==> src/rtl/seq_det_pkg.sv <==
// seq_det_pkg: shared constants and helpers for the programmable sequence detector
package seq_det_pkg;

    localparam logic [7:0] DEFAULT_PATTERN = 8'b0000_1001;
    localparam int         DEFAULT_LEN     = 4;

    // Low len bits set; saturates to all ones for len >= 32.
    function automatic logic [31:0] len_mask(input int unsigned len);
        return (len >= 32) ? '1 : (32'd1 << len) - 32'd1;
    endfunction

    // Forces a programmed length into 1..max_len.
    function automatic int unsigned clamp_len(input int unsigned len, input int unsigned max_len);
        return (len == 32'd0) ? 32'd1 : (len > max_len) ? max_len : len;
    endfunction

endpackage

==> src/rtl/seq_detector_prog_if.sv <==
// seq_detector_prog_if: stream, config and status bundle of the sequence detector
//   master: drives in_valid, din, cfg_load, cfg_pattern, cfg_len, cfg_overlap, clr_count
//   slave : drives match, match_count, armed
interface seq_detector_prog_if #(
    parameter int MAX_LEN = 8,
    parameter int COUNT_W = 16
);
    localparam int LEN_W = $clog2(MAX_LEN + 1);
    logic               in_valid;
    logic               din;
    logic               cfg_load;
    logic [MAX_LEN-1:0] cfg_pattern;
    logic [LEN_W-1:0]   cfg_len;
    logic               cfg_overlap;
    logic               clr_count;
    logic               match;
    logic [COUNT_W-1:0] match_count;
    logic               armed;
    modport master (
        output in_valid, din, cfg_load, cfg_pattern, cfg_len, cfg_overlap, clr_count,
        input  match, match_count, armed
    );
    modport slave (
        input  in_valid, din, cfg_load, cfg_pattern, cfg_len, cfg_overlap, clr_count,
        output match, match_count, armed
    );
endinterface

==> src/rtl/sat_counter.sv <==
// sat_counter: saturating up-counter with synchronous clear taking priority over increment
//   clk, reset : clock and asynchronous active-high reset
//   inc_i      : count one event
//   clr_i      : synchronous clear
//   count_o    : current count, sticks at all ones
module sat_counter #(
    parameter int W = 16
) (
    input  logic         clk,
    input  logic         reset,
    input  logic         inc_i,
    input  logic         clr_i,
    output logic [W-1:0] count_o
);
    logic [W-1:0] count_q, count_d;

    assign count_d = clr_i ? '0 : (inc_i && count_q != '1) ? count_q + 1'b1 : count_q;

    always_ff @(posedge clk or posedge reset)
        if (reset) count_q <= '0;
        else       count_q <= count_d;

    assign count_o = count_q;
endmodule

==> src/rtl/seq_detector_prog.sv <==
// seq_detector_prog: runtime-programmable serial bit-pattern detector with match counter
//   clk, reset : clock and asynchronous active-high reset
//   bus        : slave side of seq_detector_prog_if (stream in, config load, match/count/armed out)
module seq_detector_prog #(
    parameter int                 MAX_LEN         = 8,
    parameter int                 COUNT_W         = 16,
    parameter logic [MAX_LEN-1:0] DEFAULT_PATTERN = seq_det_pkg::DEFAULT_PATTERN,
    parameter int                 DEFAULT_LEN     = seq_det_pkg::DEFAULT_LEN
) (
    input  logic              clk,
    input  logic              reset,
    seq_detector_prog_if.slave bus
);
    import seq_det_pkg::*;

    localparam int LEN_W = $clog2(MAX_LEN + 1);

    logic [MAX_LEN-1:0] pat_q, pat_d, hist_q, hist_d, mask, shifted;
    logic [LEN_W-1:0]   len_q, len_d, fill_q, fill_d, fill_inc, cfg_len_c;
    logic               ovl_q, ovl_d, match_q, armed_q, armed_d, hit;

    assign cfg_len_c = LEN_W'(clamp_len(32'(bus.cfg_len), MAX_LEN));
    // Pattern is stored raw; bits above len are masked out at compare time.
    assign mask      = MAX_LEN'(len_mask(32'(len_q)));
    assign shifted   = {hist_q[MAX_LEN-2:0], bus.din};
    assign fill_inc  = (fill_q == LEN_W'(MAX_LEN)) ? fill_q : fill_q + 1'b1;
    // Compare against the post-shift history so match lands one cycle after the completing bit.
    assign hit       = bus.in_valid && !bus.cfg_load && fill_inc >= len_q &&
                       ((shifted ^ pat_q) & mask) == '0;

    assign pat_d   = bus.cfg_load ? bus.cfg_pattern : pat_q;
    assign len_d   = bus.cfg_load ? cfg_len_c : len_q;
    assign ovl_d   = bus.cfg_load ? bus.cfg_overlap : ovl_q;
    assign hist_d  = bus.cfg_load ? '0 : bus.in_valid ? shifted : hist_q;
    // Non-overlap restarts the fill so the next match needs len fresh bits.
    assign fill_d  = bus.cfg_load ? '0 : !bus.in_valid ? fill_q : (hit && !ovl_q) ? '0 : fill_inc;
    assign armed_d = fill_d >= len_d;

    always_ff @(posedge clk or posedge reset)
        if (reset) begin
            pat_q   <= DEFAULT_PATTERN;
            len_q   <= LEN_W'(DEFAULT_LEN);
            ovl_q   <= 1'b1;
            hist_q  <= '0;
            fill_q  <= '0;
            match_q <= 1'b0;
            armed_q <= 1'b0;
        end else begin
            pat_q   <= pat_d;
            len_q   <= len_d;
            ovl_q   <= ovl_d;
            hist_q  <= hist_d;
            fill_q  <= fill_d;
            match_q <= hit;
            armed_q <= armed_d;
        end

    sat_counter #(.W(COUNT_W)) u_cnt (
        .clk     (clk),
        .reset   (reset),
        .inc_i   (hit),
        .clr_i   (bus.clr_count),
        .count_o (bus.match_count)
    );

    assign bus.match = match_q;
    assign bus.armed = armed_q;
endmodule

==> src/flat_wrapper.sv <==
// flat-port wrapper written by rule: the top's interface ports become plain ports
module seq_detector_prog_flat import seq_det_pkg::*;
#(
    parameter int                 MAX_LEN         = 8,
    parameter int                 COUNT_W         = 16,
    parameter logic [MAX_LEN-1:0] DEFAULT_PATTERN = seq_det_pkg::DEFAULT_PATTERN,
    parameter int                 DEFAULT_LEN     = seq_det_pkg::DEFAULT_LEN
)
  (clk, reset, bus_in_valid, bus_din, bus_cfg_load, bus_cfg_pattern, bus_cfg_len, bus_cfg_overlap, bus_clr_count, bus_match, bus_match_count, bus_armed);
  seq_detector_prog_if #(.MAX_LEN(MAX_LEN), .COUNT_W(COUNT_W)) bus_i ();
  input  logic clk;
  input  logic reset;
  input wire logic [$bits(bus_i.in_valid)-1:0] bus_in_valid;
  input wire logic [$bits(bus_i.din)-1:0] bus_din;
  input wire logic [$bits(bus_i.cfg_load)-1:0] bus_cfg_load;
  input wire logic [$bits(bus_i.cfg_pattern)-1:0] bus_cfg_pattern;
  input wire logic [$bits(bus_i.cfg_len)-1:0] bus_cfg_len;
  input wire logic [$bits(bus_i.cfg_overlap)-1:0] bus_cfg_overlap;
  input wire logic [$bits(bus_i.clr_count)-1:0] bus_clr_count;
  output wire logic [$bits(bus_i.match)-1:0] bus_match;
  output wire logic [$bits(bus_i.match_count)-1:0] bus_match_count;
  output wire logic [$bits(bus_i.armed)-1:0] bus_armed;
  assign bus_i.in_valid = bus_in_valid;
  assign bus_i.din = bus_din;
  assign bus_i.cfg_load = bus_cfg_load;
  assign bus_i.cfg_pattern = bus_cfg_pattern;
  assign bus_i.cfg_len = bus_cfg_len;
  assign bus_i.cfg_overlap = bus_cfg_overlap;
  assign bus_i.clr_count = bus_clr_count;
  assign bus_match = bus_i.match;
  assign bus_match_count = bus_i.match_count;
  assign bus_armed = bus_i.armed;
  seq_detector_prog #(.MAX_LEN(MAX_LEN), .COUNT_W(COUNT_W), .DEFAULT_PATTERN(DEFAULT_PATTERN), .DEFAULT_LEN(DEFAULT_LEN)) u_core (.clk(clk), .reset(reset), .bus(bus_i));
endmodule
==> config.mk <==
export PLATFORM = sky130hd
export DESIGN_NAME = seq_detector_prog_flat
export DESIGN_NICKNAME = d
export VERILOG_FILES = /design/src/rtl/seq_det_pkg.sv /design/src/rtl/seq_detector_prog_if.sv /design/src/rtl/sat_counter.sv /design/src/rtl/seq_detector_prog.sv /design/src/flat_wrapper.sv
export SDC_FILE = /design/constraint.sdc
export NUM_CORES = 1
export LEC_CHECK = 0
export CAP_MARGIN = 10
export CORE_AREA = 2 2 104 106
export CTS_BUF_LIST = sky130_fd_sc_hd__clkbuf_16
export CTS_CLUSTER_DIAMETER = 120
export DETAILED_ROUTE_END_ITERATION = 8
export DIE_AREA = 0 0 106 108
export PLACE_DENSITY_LB_ADDON = 0.3
export SYNTH_ARGS = -nofsm -noshare
export SYNTH_HDL_FRONTEND = slang
export SYNTH_SLANG_ARGS = --single-unit
export TNS_END_PERCENT = 20
==> constraint.sdc <==
create_clock -name clk -period 8.34 [get_ports clk]
set_input_delay 1.668 -clock clk [delete_from_list [all_inputs] [get_ports clk]]
set_output_delay 1.668 -clock clk [all_outputs]
set_load 0.02 [all_outputs]
==> results of run 1 <==
-- metrics by stage --
stage	std cells	utilization	power [mW]	setup slack, ns
after floorplan	256	-	0.288	4.36
after detailed placement	412	0.290	0.310	3.00
after global placement	412	0.290	0.308	3.12
after CTS	420	0.307	0.535	3.31
final	420	0.307	0.527	3.34
after global routing	420	0.307	0.558	3.00
-- registers in the layout, indices dropped and copies added (netlist names) --
name	flops
u_core.u_cnt.count_o	16
u_core.pat_q	8
u_core.hist_q	7
u_core.fill_q	4
u_core.len_q	4
u_core.bus.armed	1
u_core.bus.match	1
u_core.ovl_q	1
-- cells by family (layout without fill, tap and decap cells) --
group,after synthesis,count (layout),share of synthesized area
flip-flops,42,42,0.417
AO/OA/AOI/OAI,59,59,0.151
buffers and inverters,29,57,0.0559
AND/OR/NAND/NOR,86,86,0.203
adder cells (fa/ha/maj),12,12,0.0593
XOR/XNOR,11,11,0.0411
multiplexers,17,17,0.0722
-- worst reg2reg max path, cell delays in order (launching register included) --
cell and delay, ns:
dfrtp_1 0.44, inv_1 0.12, ha_1 0.17, nand3_1 0.12, xnor2_1 0.21, ha_1 0.25
nand2b_1 0.13, a2111oi_0 0.44, or3_4 0.21, or2_1 0.39, nor3_1 0.15, a211o_1 0.29
ha_1 0.28, nand2b_1 0.14, a21oi_1 0.14, nor2b_1 0.05, o21ai_0 0.14, nand2b_1 0.07
-- final timing paths --
| path | to | slack [ns] |
|---|---|---|
| min in group asynchronous | u_core.hist_q[2] | 1.82 |
| hold / removal | u_core.pat_q[2] | 0.53 |
| setup / recovery | u_core.bus.armed | 3.34 |
| hold reg to reg | u_core.pat_q[2] | 0.53 |
| setup reg to reg | u_core.bus.armed | 4.48 |
| max in group asynchronous | u_core.u_cnt.count_o[7] | 6.13 |
-- layout by cell type, fill, tap and decap left out, drive strengths merged, types with 2 or more instances in the layout --
cell type | netlist | final
nor2 | 19 | 19
nor2b | 5 | 5
dfrtp | 38 | 38
nand2 | 8 | 8
nor4b | 3 | 3
mux2 | 10 | 10
a211o | 2 | 2
nand2b | 6 | 6
a211oi | 3 | 3
clkinv | 1 | 4
xnor2 | 10 | 10
o21ai | 7 | 7
ha | 12 | 12
o31ai | 12 | 12
o21a | 3 | 3
mux2i | 7 | 7
inv | 11 | 10
nand3 | 12 | 12
or4 | 12 | 12
dfstp | 4 | 4
clkdlybuf4s50 | 0 | 36
nor3 | 4 | 4
o311ai | 2 | 2
and2 | 2 | 2
and3 | 2 | 2
or3 | 4 | 4
nand4 | 2 | 2
clkbuf | 5 | 5
a21oi | 20 | 20
and4 | 4 | 4
-- power groups by stage --
stage	clock network, mW	registers, mW	logic [mW]
after global routing	0.240	0.225	0.0927
final	0.221	0.224	0.0817
after CTS	0.228	0.224	0.0830
after global placement	0	0.228	0.0806
after detailed placement	0	0.228	0.0824
after floorplan	0	0.224	0.0636
-- routing by layer --
metal	global-route usage	vias up	share of wire
met5	0	-	0
met1	0.142	1006	0.48
li1	-	996	-
met4	0.0310	0	0.0084
met3	0.0271	6	0.036
met2	0.188	28	0.48
-- layout make-up --
class	count	share of cell area
clock inverters	3	0.0128
clock buffers	5	0.0399
flip-flops and latches	42	0.337
repair buffers	37	0.117
well taps	136	0.0542
multi-input cells	185	0.425
inverters	12	0.0144
==> flow_summary.json, run 1 <==
{
  "drtPass1Iterations": 4,
  "critical_path_buf_inv_count": 2,
  "cts_setup_buffers": 0,
  "grt_usage": 0.111,
  "drv_slew": 0,
  "crit_path_frequent_cell": "nand2b_1",
  "worstSetupPathType": "in2reg",
  "place_hpwl_um": 4140,
  "slowest_stage": "clkdlybuf4s50_1",
  "via_count": 2036,
  "p_int_mw": 0.390,
  "fp.dieW_um": 106,
  "cp.depth": 13,
  "cts_tree": "yes",
  "path_clk_slew_ns": 0.06,
  "vias_per_cell": 4.85,
  "power.density_nw_per_um2": 168,
  "final_layout_size_suffix_gt1_frac": 0.0915,
  "syn_avg_cell_area_um2": 9.88,
  "h-tree-depth": 2,
  "cts_root_buf": "clkbuf_16",
  "worst_slew_pin_slew_ns": 0.967,
  "first_iter_violations": 64,
  "synth_cell_types": 52,
  "finalCritPeriodShare": 0.599,
  "overflow": 0,
  "setup_viol": 0,
  "synth_area_um2": 2530,
  "slowest_delay_ns": 1.11,
  "n_fill_cell": 1045,
  "synthFlopType": "dfrtp_1",
  "relSlewSlack": 0.354,
  "postLayoutCellArea_um2": 3140,
  "worstSkewPairLatency_ns": 0.28,
  "hold_ws_ns": 0.532,
  "area_growth_syn_to_layout_pct": 24.0,
  "gp_congestion": 0.747,
  "cp_top_family": "buffers and inverters",
  "grt_pass1_wl_um": 10300,
  "path_cells": "clkdlybuf4s50_1, clkinv_1, o211ai_1, or3_4, or2_1, nor3_1, a211o_1, ha_1, nand2b_1, a21oi_1, nor2b_1, o21ai_0, nand2b_1",
  "port_buffers": 36,
  "fin_skew_ns": 0.00255,
  "cts_resized": 0,
  "hold_violations": 0,
  "drtAntennaViolNets": 0,
  "whs_path_depth": 1,
  "timing.fmax_mhz": 200,
  "finalNetCount": 314,
  "cp.required_ns": 8.51,
  "fp.dieArea_um2": 11400,
  "crit_fanout": 24,
  "grt_max_degree": 43,
  "multi_input_area_um2": 1330,
  "rsz0062_at_grt": "no",
  "async_flop_share": 1.00,
  "synth_commonest_cells": "dfrtp_1 (38), a21oi_1 (20), nor2_1 (18)",
  "synth_fp_nets": 287,
  "reg2regPathDepth": 17,
  "synth_edf_count": 0,
  "clkSinkCount": 42,
  "clock_tree.buffer_depth": 2,
  "io_pins": 37,
  "drc": 0,
  "p_comb_frac": 0.155,
  "arrival_ns": 5.17,
  "ys_ff_latch": 42,
  "avgRoutedWirePerCell_um": 13.9,
  "tns_ns": 0,
  "start_util": 0.247,
  "hold_path.class": "reg2reg",
  "p_leak_nw": 1.22,
  "place_area_um2": 2970,
  "swShare": 0.260,
  "fin_crit_ns": 5.00,
  "yosysMostFrequentCell": "dfrtp_1",
  "startpoint": "bus_cfg_load",
  "worstSetupEndpointType": "flip-flop",
  "synth_area_leader_cell": "dfrtp_1",
  "outcome": "complete, no violations",
  "holdCritStartpoint": "u_core.pat_q[2]",
  "hold_buffers": 0,
  "yosysWarnings": 0,
  "synth_seq_area_share": 0.417,
  "power_frac_clock": 0.420,
  "r2r_start": "u_core.fill_q[0]",
  "cts-buffers-inserted": 5,
  "yosys-top-cells-area": "dfrtp_1 (38%), ha_1 (5.9%), dfstp_2 (4.2%), mux2_2 (4.0%), a21oi_1 (4.0%)",
  "num_antenna_cells": 0,
  "start_kind": "input port",
  "p_sw_mw": 0.137,
  "core.rowCount": 37,
  "synth_top_area_share": 0.376,
  "seq_power_share": 0.425,
  "syn_inst": 256,
  "core_area_um2": 10200,
  "ir_drop_v": 0.0000798,
  "cap_violations": 0,
  "grt_pass1_vias": 2090,
  "area.sequential_um2": 1060,
  "die_h_um": 108,
  "wl_um": 5850,
  "antenna_found_initial": 0
}
Power figures use the tool's default switching activity.
==> run 2: changes to the inputs <==
==> constraint.sdc (replaced) <==
create_clock -name clk -period 4.2 [get_ports clk]
set_input_delay 0.84 -clock clk [delete_from_list [all_inputs] [get_ports clk]]
set_output_delay 0.84 -clock clk [all_outputs]
set_load 0.02 [all_outputs]
==> flow_summary.json, run 2 (synthesis results as in run 1) <==
{
  "arrival_ns": 3.74,
  "fin_skew_ns": 0.00642,
  "slowest_stage": "dfrtp_1",
  "layout_common_cells": "dfrtp_1 (38), clkdlybuf4s50_1 (36), a21oi_1 (20), nor2_1 (18)",
  "cts_resized": 0,
  "final_layout_size_suffix_gt1_frac": 0.0976,
  "startpoint": "u_core.len_q[3]",
  "cts_root_buf": "clkbuf_16",
  "cp-endpoint": "u_core.bus.armed",
  "finalNetCount": 317,
  "total_power_mw": 1.04,
  "core_area_um2": 10200,
  "avgRoutedWirePerCell_um": 13.9,
  "place_hpwl_um": 4260,
  "area.sequential_um2": 1060,
  "h-tree-depth": 2,
  "timing.fmax_mhz": 280,
  "p_leak_nw": 1.23,
  "layout_commonest_cell": "dfrtp_1",
  "cp.required_ns": 4.37,
  "fp.dieW_um": 106,
  "num_antenna_cells": 0,
  "outcome": "complete, no violations",
  "port_buffers": 36,
  "overflow": 0,
  "cp_top_family": "simple AND/OR/NAND/NOR gates",
  "grt_usage": 0.108,
  "cts_setup_buffers": 0,
  "timing.rr.end": "u_core.bus.armed",
  "fp.dieArea_um2": 11400,
  "antenna_found_initial": 0,
  "layout.cells.non_filler": 423,
  "crit_fanout": 32,
  "wl_um": 5880,
  "slowest_delay_ns": 0.52,
  "finalCritPeriodShare": 0.850,
  "place_inst": 415,
  "grt_pass1_wl_um": 9950,
  "hold_violations": 0,
  "cts_tree": "yes",
  "worst_slew_pin_slew_ns": 0.676,
  "area_growth_syn_to_layout_pct": 24.9,
  "drtAntennaViolNets": 0,
  "drc": 0,
  "worstSetupPathType": "reg2reg",
  "hold_path.class": "reg2reg",
  "whs_path_depth": 1,
  "r2r_start": "u_core.len_q[3]",
  "critical_path_buf_inv_count": 0,
  "cap_violations": 0,
  "grt_max_degree": 43,
  "via_count": 2012,
  "relSlewSlack": 0.548,
  "rrSetupSlack_ns": 0.63,
  "drv_slew": 0,
  "vias_per_cell": 4.76,
  "first_iter_violations": 100,
  "io_pins": 37,
  "multi_input_area_um2": 1330,
  "core.rowCount": 37,
  "start_util": 0.247,
  "hold_ws_ns": 0.537,
  "worstSkewPairLatency_ns": 0.28,
  "drtPass1Iterations": 4,
  "postLayoutCellArea_um2": 3160,
  "layout_setup_ws_ns": 0.630,
  "path_clk_slew_ns": 0.06,
  "path_cells": "nor2_8, nand3_1, ha_1, nor4b_1, a31oi_1, a211oi_1, or3_4, nor3_1, a211o_1, ha_1, nand2b_1, a21oi_1, nor2b_1, o21ai_0, nand2b_1",
  "start_kind": "flip-flop",
  "rsz0062_at_grt": "no",
  "hold_buffers": 0,
  "utilization": 0.309,
  "post-place-ws_ns": 0.646,
  "place_area_um2": 2990,
  "setup_viol": 0,
  "largest_register_ffs": 16,
  "clock_tree.buffer_depth": 2,
  "tns_ns": 0,
  "clkSinkCount": 42,
  "die_h_um": 108,
  "fin_crit_ns": 3.57,
  "worstSetupEndpointType": "flip-flop",
  "cp.depth": 15,
  "reg2regPathDepth": 15,
  "ir_drop_v": 0.000151,
  "power.density_nw_per_um2": 330,
  "cts-buffers-inserted": 5,
  "grt_pass1_vias": 1989,
  "n_fill_cell": 1054,
  "gp_congestion": 0.770
}
==> run 2: cell count changes in the layout (fill, tap and decap cells not counted), sizes merged <==
cell / delta
inv: +1
clkinvlp: +1
buf: +3
clkinv: -2
==> run 2: how the worst min path moves through the flow <==
stage                               start              end  slack, ns
after detailed placement  u_core.pat_q[5]  u_core.pat_q[5]       0.53
final                     u_core.pat_q[1]  u_core.pat_q[1]       0.54
after floorplan           u_core.pat_q[6]  u_core.pat_q[6]       0.50
after global placement    u_core.pat_q[7]  u_core.pat_q[7]       0.52
after CTS                 u_core.pat_q[5]  u_core.pat_q[5]       0.54
after global routing      u_core.pat_q[2]  u_core.pat_q[2]       0.55
==> run 2: per-layer routing <==
| layer | vias up | routed length, µm | share of wire | global-route usage |
|---|---|---|---|---|
| li1 | 1001 | - | - | - |
| met3 | 5 | 172 | 0.029 | 0.0199 |
| met1 | 977 | 2820 | 0.48 | 0.139 |
| met2 | 29 | 2820 | 0.48 | 0.183 |
| met4 | 0 | 66 | 0.011 | 0.0338 |
| met5 | - | 0 | 0 | 0 |
==> run 2: report_power, final <==
| part | internal [mW] | switching [mW] |
|---|---|---|
| clock | 0.278 | 0.156 |
| sequential | 0.424 | 0.0208 |
| combinational | 0.0731 | 0.0911 |
==> run 2: cell type report <==
| class | instances | share of cell area |
|---|---|---|
| Tap cell | 136 | 0.0538 |
| Clock inverter | 3 | 0.0131 |
| Sequential cell | 42 | 0.334 |
| Clock buffer | 5 | 0.0396 |
| Timing Repair Buffer | 40 | 0.124 |
| Inverter | 12 | 0.0143 |
| Multi-Input combinational cell | 185 | 0.422 |
==> run 3: changes to the inputs <==
--- a/config.mk
+++ b/config.mk
@@ -12,6 +12,7 @@
 export DETAILED_ROUTE_END_ITERATION = 8
 export DIE_AREA = 0 0 106 108
 export PLACE_DENSITY_LB_ADDON = 0.3
+export SKIP_LAST_GASP = 1
 export SYNTH_ARGS = -nofsm -noshare
 export SYNTH_HDL_FRONTEND = slang
 export SYNTH_SLANG_ARGS = --single-unit
==> results of run 3 <==
No change in the layout: final DEF, timing and power equal those of run 2.
